[config.mk]
export PLATFORM = sky130hd
export DESIGN_NAME = lsu
export DESIGN_NICKNAME = d
export VERILOG_FILES = /design/src/rtl/lsu_pkg.sv /design/src/rtl/lsu_align.sv /design/src/rtl/lsu.sv
export SDC_FILE = /design/constraint.sdc
export NUM_CORES = 1
export LEC_CHECK = 0
export BUFFER_PORTS_ARGS = -buffer_cell sky130_fd_sc_hd__buf_4
export CAP_MARGIN = 20
export CORE_UTILIZATION = 38
export CTS_CLUSTER_DIAMETER = 100
export DETAILED_ROUTE_END_ITERATION = 10
export PLACE_DENSITY = 0.65
export SYNTH_ARGS = -nofsm -noshare
export SYNTH_HDL_FRONTEND = slang
export SYNTH_SLANG_ARGS = --single-unit
[constraint.sdc]
create_clock -name clk -period 2.1 [get_ports clk]
set_clock_uncertainty 0.2 [all_clocks]
set_input_delay 0.105 -clock clk [delete_from_list [all_inputs] [get_ports clk]]
set_output_delay 0.105 -clock clk [all_outputs]
set_load 0.02 [all_outputs]
[src/rtl/lsu_pkg.sv]
// Shared types for the load/store unit: funct3 encodings, FSM states, captured request.
// Also holds the alignment/legality rule so the FSM and any checker agree on it.
package lsu_pkg;

   localparam logic [2:0] F3_B  = 3'b000;
   localparam logic [2:0] F3_H  = 3'b001;
   localparam logic [2:0] F3_W  = 3'b010;
   localparam logic [2:0] F3_BU = 3'b100;
   localparam logic [2:0] F3_HU = 3'b101;

   typedef enum logic [1:0] {
      IDLE,
      ACCESS,
      WRITE,
      RESP
   } lsu_state_t;

   typedef struct packed {
      logic [2:0]  funct3;
      logic        store;
      logic [31:0] addr;
      logic [31:0] wdata;
   } lsu_req_t;

   // Undefined encodings are folded into the error response alongside misalignment.
   function automatic logic misaligned(input logic [2:0] funct3,
                                       input logic       store,
                                       input logic [1:0] offset);
      logic bad;
      case (funct3)
         F3_B:    bad = 1'b0;
         F3_H:    bad = offset[0];
         F3_W:    bad = (offset != 2'b00);
         F3_BU:   bad = store;
         F3_HU:   bad = store || offset[0];
         default: bad = 1'b1;
      endcase
      return bad;
   endfunction

endpackage

[src/rtl/lsu_align.sv]
// Combinational lane logic: load byte/halfword select with extension, store byte-enable merge.
// Zero latency; no flow control of its own.
module lsu_align
   import lsu_pkg::*;
(
   input  logic [2:0]  funct3,
   input  logic [1:0]  offset,
   input  logic [31:0] rd,
   input  logic [31:0] merge,
   input  logic [31:0] wdata,
   output logic [31:0] load_data,
   output logic [31:0] store_data
);

   logic [7:0]  lane_b;
   logic [15:0] lane_h;
   logic [3:0]  be;
   logic [31:0] wrep;

   always_comb begin
      lane_b     = rd[{offset, 3'b000} +: 8];
      lane_h     = offset[1] ? rd[31:16] : rd[15:0];
      load_data  = rd;
      be         = 4'b1111;
      wrep       = wdata;
      store_data = merge;

      case (funct3)
         F3_B:    load_data = {{24{lane_b[7]}}, lane_b};
         F3_H:    load_data = {{16{lane_h[15]}}, lane_h};
         F3_BU:   load_data = {24'b0, lane_b};
         F3_HU:   load_data = {16'b0, lane_h};
         default: load_data = rd;
      endcase

      // Store data is replicated across lanes so the byte enables alone pick the target.
      case (funct3)
         F3_B: begin
            be   = 4'b0001 << offset;
            wrep = {4{wdata[7:0]}};
         end
         F3_H: begin
            be   = offset[1] ? 4'b1100 : 4'b0011;
            wrep = {2{wdata[15:0]}};
         end
         default: begin
            be   = 4'b1111;
            wrep = wdata;
         end
      endcase

      for (int i = 0; i < 4; i++) begin
         store_data[8*i +: 8] = be[i] ? wrep[8*i +: 8] : merge[8*i +: 8];
      end
   end

endmodule

[src/rtl/lsu.sv]
// Load/store unit FSM driving a word-wide memory; sub-word stores use read-modify-write.
// Latency 2 (load/SW), 3 (SB/SH), 1 (error); req_ready only when idle, no response backpressure.
module lsu
   import lsu_pkg::*;
#(
   parameter int ADDR_WIDTH = 6
) (
   input  logic                  clk,
   input  logic                  reset,
   input  logic                  req_valid,
   output logic                  req_ready,
   input  logic [2:0]            req_funct3,
   input  logic                  req_store,
   input  logic [31:0]           req_addr,
   input  logic [31:0]           req_wdata,
   output logic                  resp_valid,
   output logic [31:0]           resp_rdata,
   output logic                  resp_err,
   output logic                  mem_we,
   output logic [ADDR_WIDTH-1:0] mem_a,
   output logic [31:0]           mem_wd,
   input  logic [31:0]           mem_rd
);

   lsu_state_t  state;
   lsu_req_t    req_q;
   logic [31:0] merge_q;
   logic [31:0] load_data;
   logic [31:0] store_data;
   logic        unused_addr_hi;

   lsu_align u_align (
      .funct3     (req_q.funct3),
      .offset     (req_q.addr[1:0]),
      .rd         (mem_rd),
      .merge      (merge_q),
      .wdata      (req_q.wdata),
      .load_data  (load_data),
      .store_data (store_data)
   );

   // Upper address bits wrap the access within the memory.
   assign unused_addr_hi = ^req_q.addr[31:ADDR_WIDTH+2];
   assign mem_a          = req_q.addr[ADDR_WIDTH+1:2];

   // Gated by reset so a pending RMW write never lands on the reset edge.
   assign mem_we = !reset && ((state == ACCESS && req_q.store && req_q.funct3 == F3_W) ||
                              state == WRITE);
   assign mem_wd = mem_we ? store_data : '0;

   always_ff @(posedge clk) begin
      if (reset) begin
         state      <= IDLE;
         req_ready  <= 1'b1;
         resp_valid <= 1'b0;
         resp_rdata <= '0;
         resp_err   <= 1'b0;
         req_q      <= '0;
         merge_q    <= '0;
      end else begin
         case (state)
            IDLE: begin
               if (req_valid) begin
                  req_q      <= '{funct3: req_funct3, store: req_store,
                                  addr: req_addr, wdata: req_wdata};
                  resp_rdata <= '0;
                  req_ready  <= 1'b0;
                  if (misaligned(req_funct3, req_store, req_addr[1:0])) begin
                     resp_err   <= 1'b1;
                     resp_valid <= 1'b1;
                     state      <= RESP;
                  end else begin
                     resp_err <= 1'b0;
                     state    <= ACCESS;
                  end
               end
            end
            ACCESS: begin
               if (!req_q.store) begin
                  resp_rdata <= load_data;
                  resp_valid <= 1'b1;
                  state      <= RESP;
               end else if (req_q.funct3 == F3_W) begin
                  resp_valid <= 1'b1;
                  state      <= RESP;
               end else begin
                  merge_q <= mem_rd;
                  state   <= WRITE;
               end
            end
            WRITE: begin
               resp_valid <= 1'b1;
               state      <= RESP;
            end
            RESP: begin
               resp_valid <= 1'b0;
               req_ready  <= 1'b1;
               state      <= IDLE;
            end
            default: state <= IDLE;
         endcase
      end
   end

endmodule

# Word level (Yosys, flattened, before mapping)
# Index checks and enable logic that the tools add are counted.
# word_totals
register_bits	113
word_cells	75
input_bits	103
# op_classes
bitwise	1
n_eq_ne	15
mux	30
n_shift	2
n_reduce_logical	17
# op_table
cell	n
case mux 32 bit (2 select lines)	2
case mux 32 bit (4 select lines)	1
2-to-1 mux 32 bit	3
2-to-1 mux 8 bit	4
indexed part select 32 x 6 -> 8 bit	1
2-to-1 mux 16 bit	1
== test 3 bit (second input constant)	4
2-to-1 mux 1 bit	11
AND reduction 3 bit	3
case mux 2 bit (4 select lines)	1
case mux 4 bit (2 select lines)	1
== test 3 x 1 -> 1 bit (second input constant)	2
== test 3 x 2 -> 1 bit (second input constant)	2
logical NOT 3 bit	2
inequality test 2 bit (second input constant)	3
nonzero test 2 bit	3
case mux 1 bit (5 select lines)	1
== test 2 bit (second input constant)	2
2-to-1 mux 2 bit	2
2-to-1 mux 4 bit	1
case mux 1 bit (4 select lines)	1
AND reduction 2 bit	2
<< shifter 1 x 2 -> 4 bit (first input constant)	1
logical AND 1 bit	3
7 further kinds	8

# Longest topological paths before layout
# logic_depth
depth_word	8
depth_mapped	10
depth_no_buf	6

# By module
# Synthesis repeated with hierarchy kept, for this count alone.
# hier_totals
hier_cells	788
area_unflattened_um2	5740.5
# modules_own_cells
mod	cells_each	instances	area_per_inst_um2
lsu	556	1	4377.9
lsu_align	232	1	1362.6

# Least setup slack after synthesis
# No wires, ideal clock.
# synth_path
kind	register -> output
from	reg req_q[33] in the netlist's numbering
to	out mem_wd[14]
t_required_ns	1.795
t_arrival_ns	1.768
slack_ns	0.027
stages_incl_launch_ff	7
cell_sequence	dfxtp_1 buf_2 buf_2 o21ai_1 buf_2 nor2_1 a211oi_1
# synth_between
elab_chain_cells	4
elab_cells_between_ends	5
classes_between	shift (1); mux (4)
# synth_rtl
element	line	rtl
start: declaration	lsu.sv:26	lsu_req_t req_q;
start signal: assignment	lsu.sv:64	req_q <= '{funct3: req_funct3, store: req_store,
2-to-1 mux 4 bit / << shifter 1 x 2 -> 4 bit (equally long branches)	lsu_align.sv:43, lsu_align.sv:39	
case mux 4 bit (2 select lines) (*)	lsu_align.sv:37	case (funct3)
2-to-1 mux 8 bit (*)	lsu_align.sv:53	store_data[8*i +: 8] = be[i] ? wrep[8*i +: 8] : merge[8*i +: 8];
2-to-1 mux 32 bit (*)	lsu.sv:49	assign mem_wd = mem_we ? store_data : '0;
end: declaration	lsu.sv:21	output logic [31:0] mem_wd,
# Mark *: on every way between the ends. The rest lies on a longest branch, timed or not.

# Worst setup path after layout
# layout_path
from	reg req_q[66] in the netlist's numbering
to	out mem_wd[19]
# layout_between
elab_chain_cells	5
elab_cells_between_ends	10
classes_between	eq/ne (2); mux (4); reduce/logical (4)
# layout_rtl
element	line
parallel branches: the longest is 4 deep, another holds case mux 32 bit (2 select lines)	-
2-to-1 mux 32 bit (*)	lsu.sv:49
# Mark *: on every way between the ends.

==> metrics.md <==
| Metric | Value |
|---|---|
| Crit-path leading delay family | `simple AND/OR/NAND/NOR gates` |
| Max-Cap Viols | `0` |
| Clk slew on worst S/H paths | `approximately 0.05 ns` |
| Maximum fanout along the worst path | `14` |
| Multiplexer share of the synthesized area | `about 6.9%` |
| Core area | `13900 um^2` |
| Detailed Route WL | `~20000 um` |
| Crit Path Category | `flop to primary output` |
| Area added between synthesis and finish | `68.4%` |
| Comb power frac | `about 43%` |
| Critical path's slowest cell | `or3b_4` |
| HP Class | `input pin to flop` |
| Adder-cell share of the synthesized area | `less than 1%` |
| Synth cell types | `48` |
| Asr flop ratio synth | `0%` |
| Compound-Gate Fraction of Synth Area | `between 20 and 25%` |
| Initial antenna violation count | `0` |
| Critical path origin | `req_q[66]$_SDFFE_PP0P_` |
| WP depth | `6` |
| Critical path destination | `mem_wd[19]` |
| Min Tclk post-route | `about 2.4 ns` |
| IR Drop Worst-Case VDD | `around 680 uV` |
| Crit path required time | `1.79 ns` |
| Fillers | `between 1000 and 1500` |
| Worst setup EP type | `primary output` |
| Synth Area in Simple Gates | `21.8%` |
| Placement Setup Slack | `-0.0401 ns` |
| Area of the multi-input gates | `3360 um^2` |
| Post-synth top area cell | `dfxtp_1` |
| GRT Total Usage | `27.4%` |
| Critical Path AT | `2.08 ns` |
| Final Wtd Congestion | `0.862` |
| Share of layout cells above drive strength 1 | `around a third` |
| Synth area leaders | `dfxtp_1, nand2_1, a21oi_1` |
| Max Slew Vio Count | `0` |
| CTS tree | `built` |
| Crit start category | `flop` |
| Clock Tree Buf Depth | `2` |
| Clk sinks | `roughly 110` |
| Nets@finish | `around 1000` |
| Area occupied by registers | `roughly 2300 um^2` |
| # setup viols final | `33` |
| Via density | `between 5 and 6` |
| Reg power frac | `29.9%` |
| Finished Cell Area | `about 9000 um^2` |
| Reg-to-Reg Start | `req_q[65]$_SDFFE_PP0P_` |
| Core Rows | `43` |
| Worst Max-Slew Pin Slew | `0.808 ns` |
| RSZ-0062 raised after global routing | `true` |
| Largest family of logic cells by synthesized area | `compound AO/OA/AOI/OAI gates` |
| Total grt overflow | `0` |
| Die height | `121 um` |
| Via count | `5999` |
| Commonest cells after routing, fill and taps aside | `nand2_1, buf_4, dfxtp_1, a21oi_1, dlygate4sd3_1` |
| Register-to-register path setup slack | `roughly 0.1 ns` |
| Most common cell after layout, fill and taps aside | `nand2_1` |
| Rel. slew slack | `between 40 and 50%` |
| Max frequency | `~420 MHz` |
| Dpl cell area | `6760 um^2` |
| Remaining DRCs | `0` |
| Die width | `between 100 and 150 um` |
| I/O pin count | `between 150 and 200` |
| Number of buffers and inverters on the critical path | `2` |
| CTS Root Cell | `clkbuf_16` |
| DRT Pass-1 Iters | `5` |
| Pwr/cell area | `~1000 nW/um^2` |
| Worst-Skew Late Latency | `0.42 ns` |
| Violated checks | `negative setup slack` |
| DRT iter0 DRCs | `approximately 380` |
| Final Hold Vio Count | `0` |
| Pint | `5.92 mW` |
| Worst Reg-to-Reg Cells | `6` |
| Seq/Total Area, Yosys | `between 40% and 50%` |
| Run status | `complete, but fails checks` |
| Max incr delay on CP | `~0.42 ns` |
| Period utilization | `114%` |
| Leak Pwr | `between 3 and 4 nW` |
| Htree depth | `4` |
| Ys Warns | `0` |
| Die area | `~15000 um^2` |
| Number of CTS-inserted buffers | `17` |
| Mapped cell area | `approximately 5400 um^2` |
| Routed len/inst | `roughly 18 um` |
| First-pass GRT wire length | `approximately 31000 um` |
| R2r endpoint | `resp_rdata[2]$_SDFFE_PP0P_` |
| Syn Area/Cell | `between 7 and 8 um^2` |
| Number of global-route vias before repair | `~5700` |
| Initial core utilization | `39.1%` |
| Sw Share | `37.1%` |
| Antenna cells | `0` |
| Post-Synth XOR/XNOR Area | `0%` |
| Number of enable flip-flop cells after synthesis | `0` |
| Crit-path cells | `or3b_4 -> nor2_4 -> o21bai_4 -> buf_12 -> a311oi_2 -> buf_4` |
| Net switching power figure | `between 3 and 4 mW` |
| Antenna-violating nets left | `0` |
| Post-synthesis net count | `approximately 790` |
| Setup ws final | `-0.287 ns` |
| Cells after Synth | `a little under 700` |
| Hpwl dp | `13000 um` |
| Post-placement cell count | `~980` |
| Largest net degree at the start of global routing | `80` |
| Yosys top cell area share | `about two fifths` |
| #FFs+latches synth | `between 100 and 150` |
| Clk network pwr share | `between 20 and 30%` |
| Fin cells | `~1100` |
| I/O Buffers | `roughly 150` |
| Ys flop type | `dfxtp_1` |
==> cell usage after synthesis, drive strengths merged (4+ instances only) <==
| library cell | instances |
|---|---|
| buf | 34 |
| clkbuf | 27 |
| nor2 | 32 |
| dfxtp | 113 |
| a221o | 17 |
| mux2i | 26 |
| o21ai | 27 |
| nand2b | 13 |
| mux2 | 8 |
| a211oi | 10 |
| ha | 4 |
| a21oi | 92 |
| a311oi | 8 |
| inv | 5 |
| o211ai | 9 |
| a32o | 8 |
| a31oi | 6 |
| nand2 | 205 |
| or3 | 16 |
==> kinds of logic (layout without fill, tap and decap cells) <==
family / count (synthesis) / count (layout)
AO/OA/AOI/OAI: 187 / 187
multiplexers: 35 / 35
adder cells (fa/ha/maj): 4 / 4
AND/OR/NAND/NOR: 279 / 279
flip-flops: 113 / 113
buffers and inverters: 66 / 319
==> power by group through the flow <==
stage,clock network (mW),logic [mW],registers (mW)
6_report,2.53,4.06,2.81
5_1_grt,2.66,4.33,2.84
4_1_cts,2.56,3.78,2.78
3_5_place_dp,0,2.89,2.78
3_3_place_gp,0,2.83,2.76
2_1_floorplan,0,1.74,2.85
==> registers in the layout, indices dropped and copies added (netlist names) <==
signal	flops
resp_rdata	32
state	2
resp_err	1
req_q	38
mem_a	6
req_ready	1
merge_q	32
resp_valid	1
==> how the worst min path moves through the flow <==
| stage | from | end | slack [ns] | cells past startpoint |
|---|---|---|---|---|
| after floorplan | req_wdata[16] | req_q[16]$_SDFFE_PP0P_ | 0.04 | 2 |
| after global placement | reset | req_q[65]$_SDFFE_PP0P_ | 0.12 | 2 |
| after detailed placement | reset | req_q[32]$_SDFFE_PP0P_ | 0.12 | 2 |
| after CTS | reset | resp_rdata[6]$_SDFFE_PP0P_ | 0.18 | 6 |
| after global routing | reset | merge_q[26]$_SDFFE_PP0P_ | 0.25 | 3 |
| final | reset | resp_rdata[6]$_SDFFE_PP0P_ | 0.22 | 6 |
==> per-layer routing <==
metal,GRT usage [%],routed length [um],up-vias
met5,0,0,-
met4,10.7,452,0
met3,5.83,1120,30
met2,44.4,9800,237
met1,35.2,8890,2883
li1,-,-,2849
==> metrics by stage <==
stage | utilization (%) | TNS [ns] | power, mW | hold slack [ns]
5_1_grt | 65.8 | -7.06 | 9.84 | 0.249
3_5_place_dp | 48.7 | -0.557 | 5.67 | 0.121
2_1_floorplan | - | 0 | 4.59 | 0.0410
4_1_cts | 64.0 | -4.56 | 9.12 | 0.182
6_report | 65.8 | -5.63 | 9.40 | 0.222
3_3_place_gp | 48.7 | 0 | 5.59 | 0.123
==> worst reg2reg max path, stage by stage, from the launching register on <==
cell and delay, ns:
dfxtp_4 0.36, buf_12 0.14, buf_4 0.14, nand2b_2 0.28, or3_1 0.35, a31oi_1 0.28, o21ai_0 0.13
==> area by class of cell <==
cell class	count	area share [%]
multi-input cells	505	36.8
repair buffers	283	29.9
flip-flops and latches	113	24.9
clock buffers	25	5.32
well taps	180	2.47
clock inverters	6	0.356
inverters	5	0.260
==> what timing repair did <==
action / in CTS / in global routing
endpoints found under the setup margin: 53 / 70
hold buffers: 79 / 0
endpoints found under the hold margin: 111 / 0
pin swaps: 21 / 13
gates cloned: 6 / 0
gates resized for setup: 123 / 38
setup buffers: 8 / 12
Power figures use the tool's default switching activity.
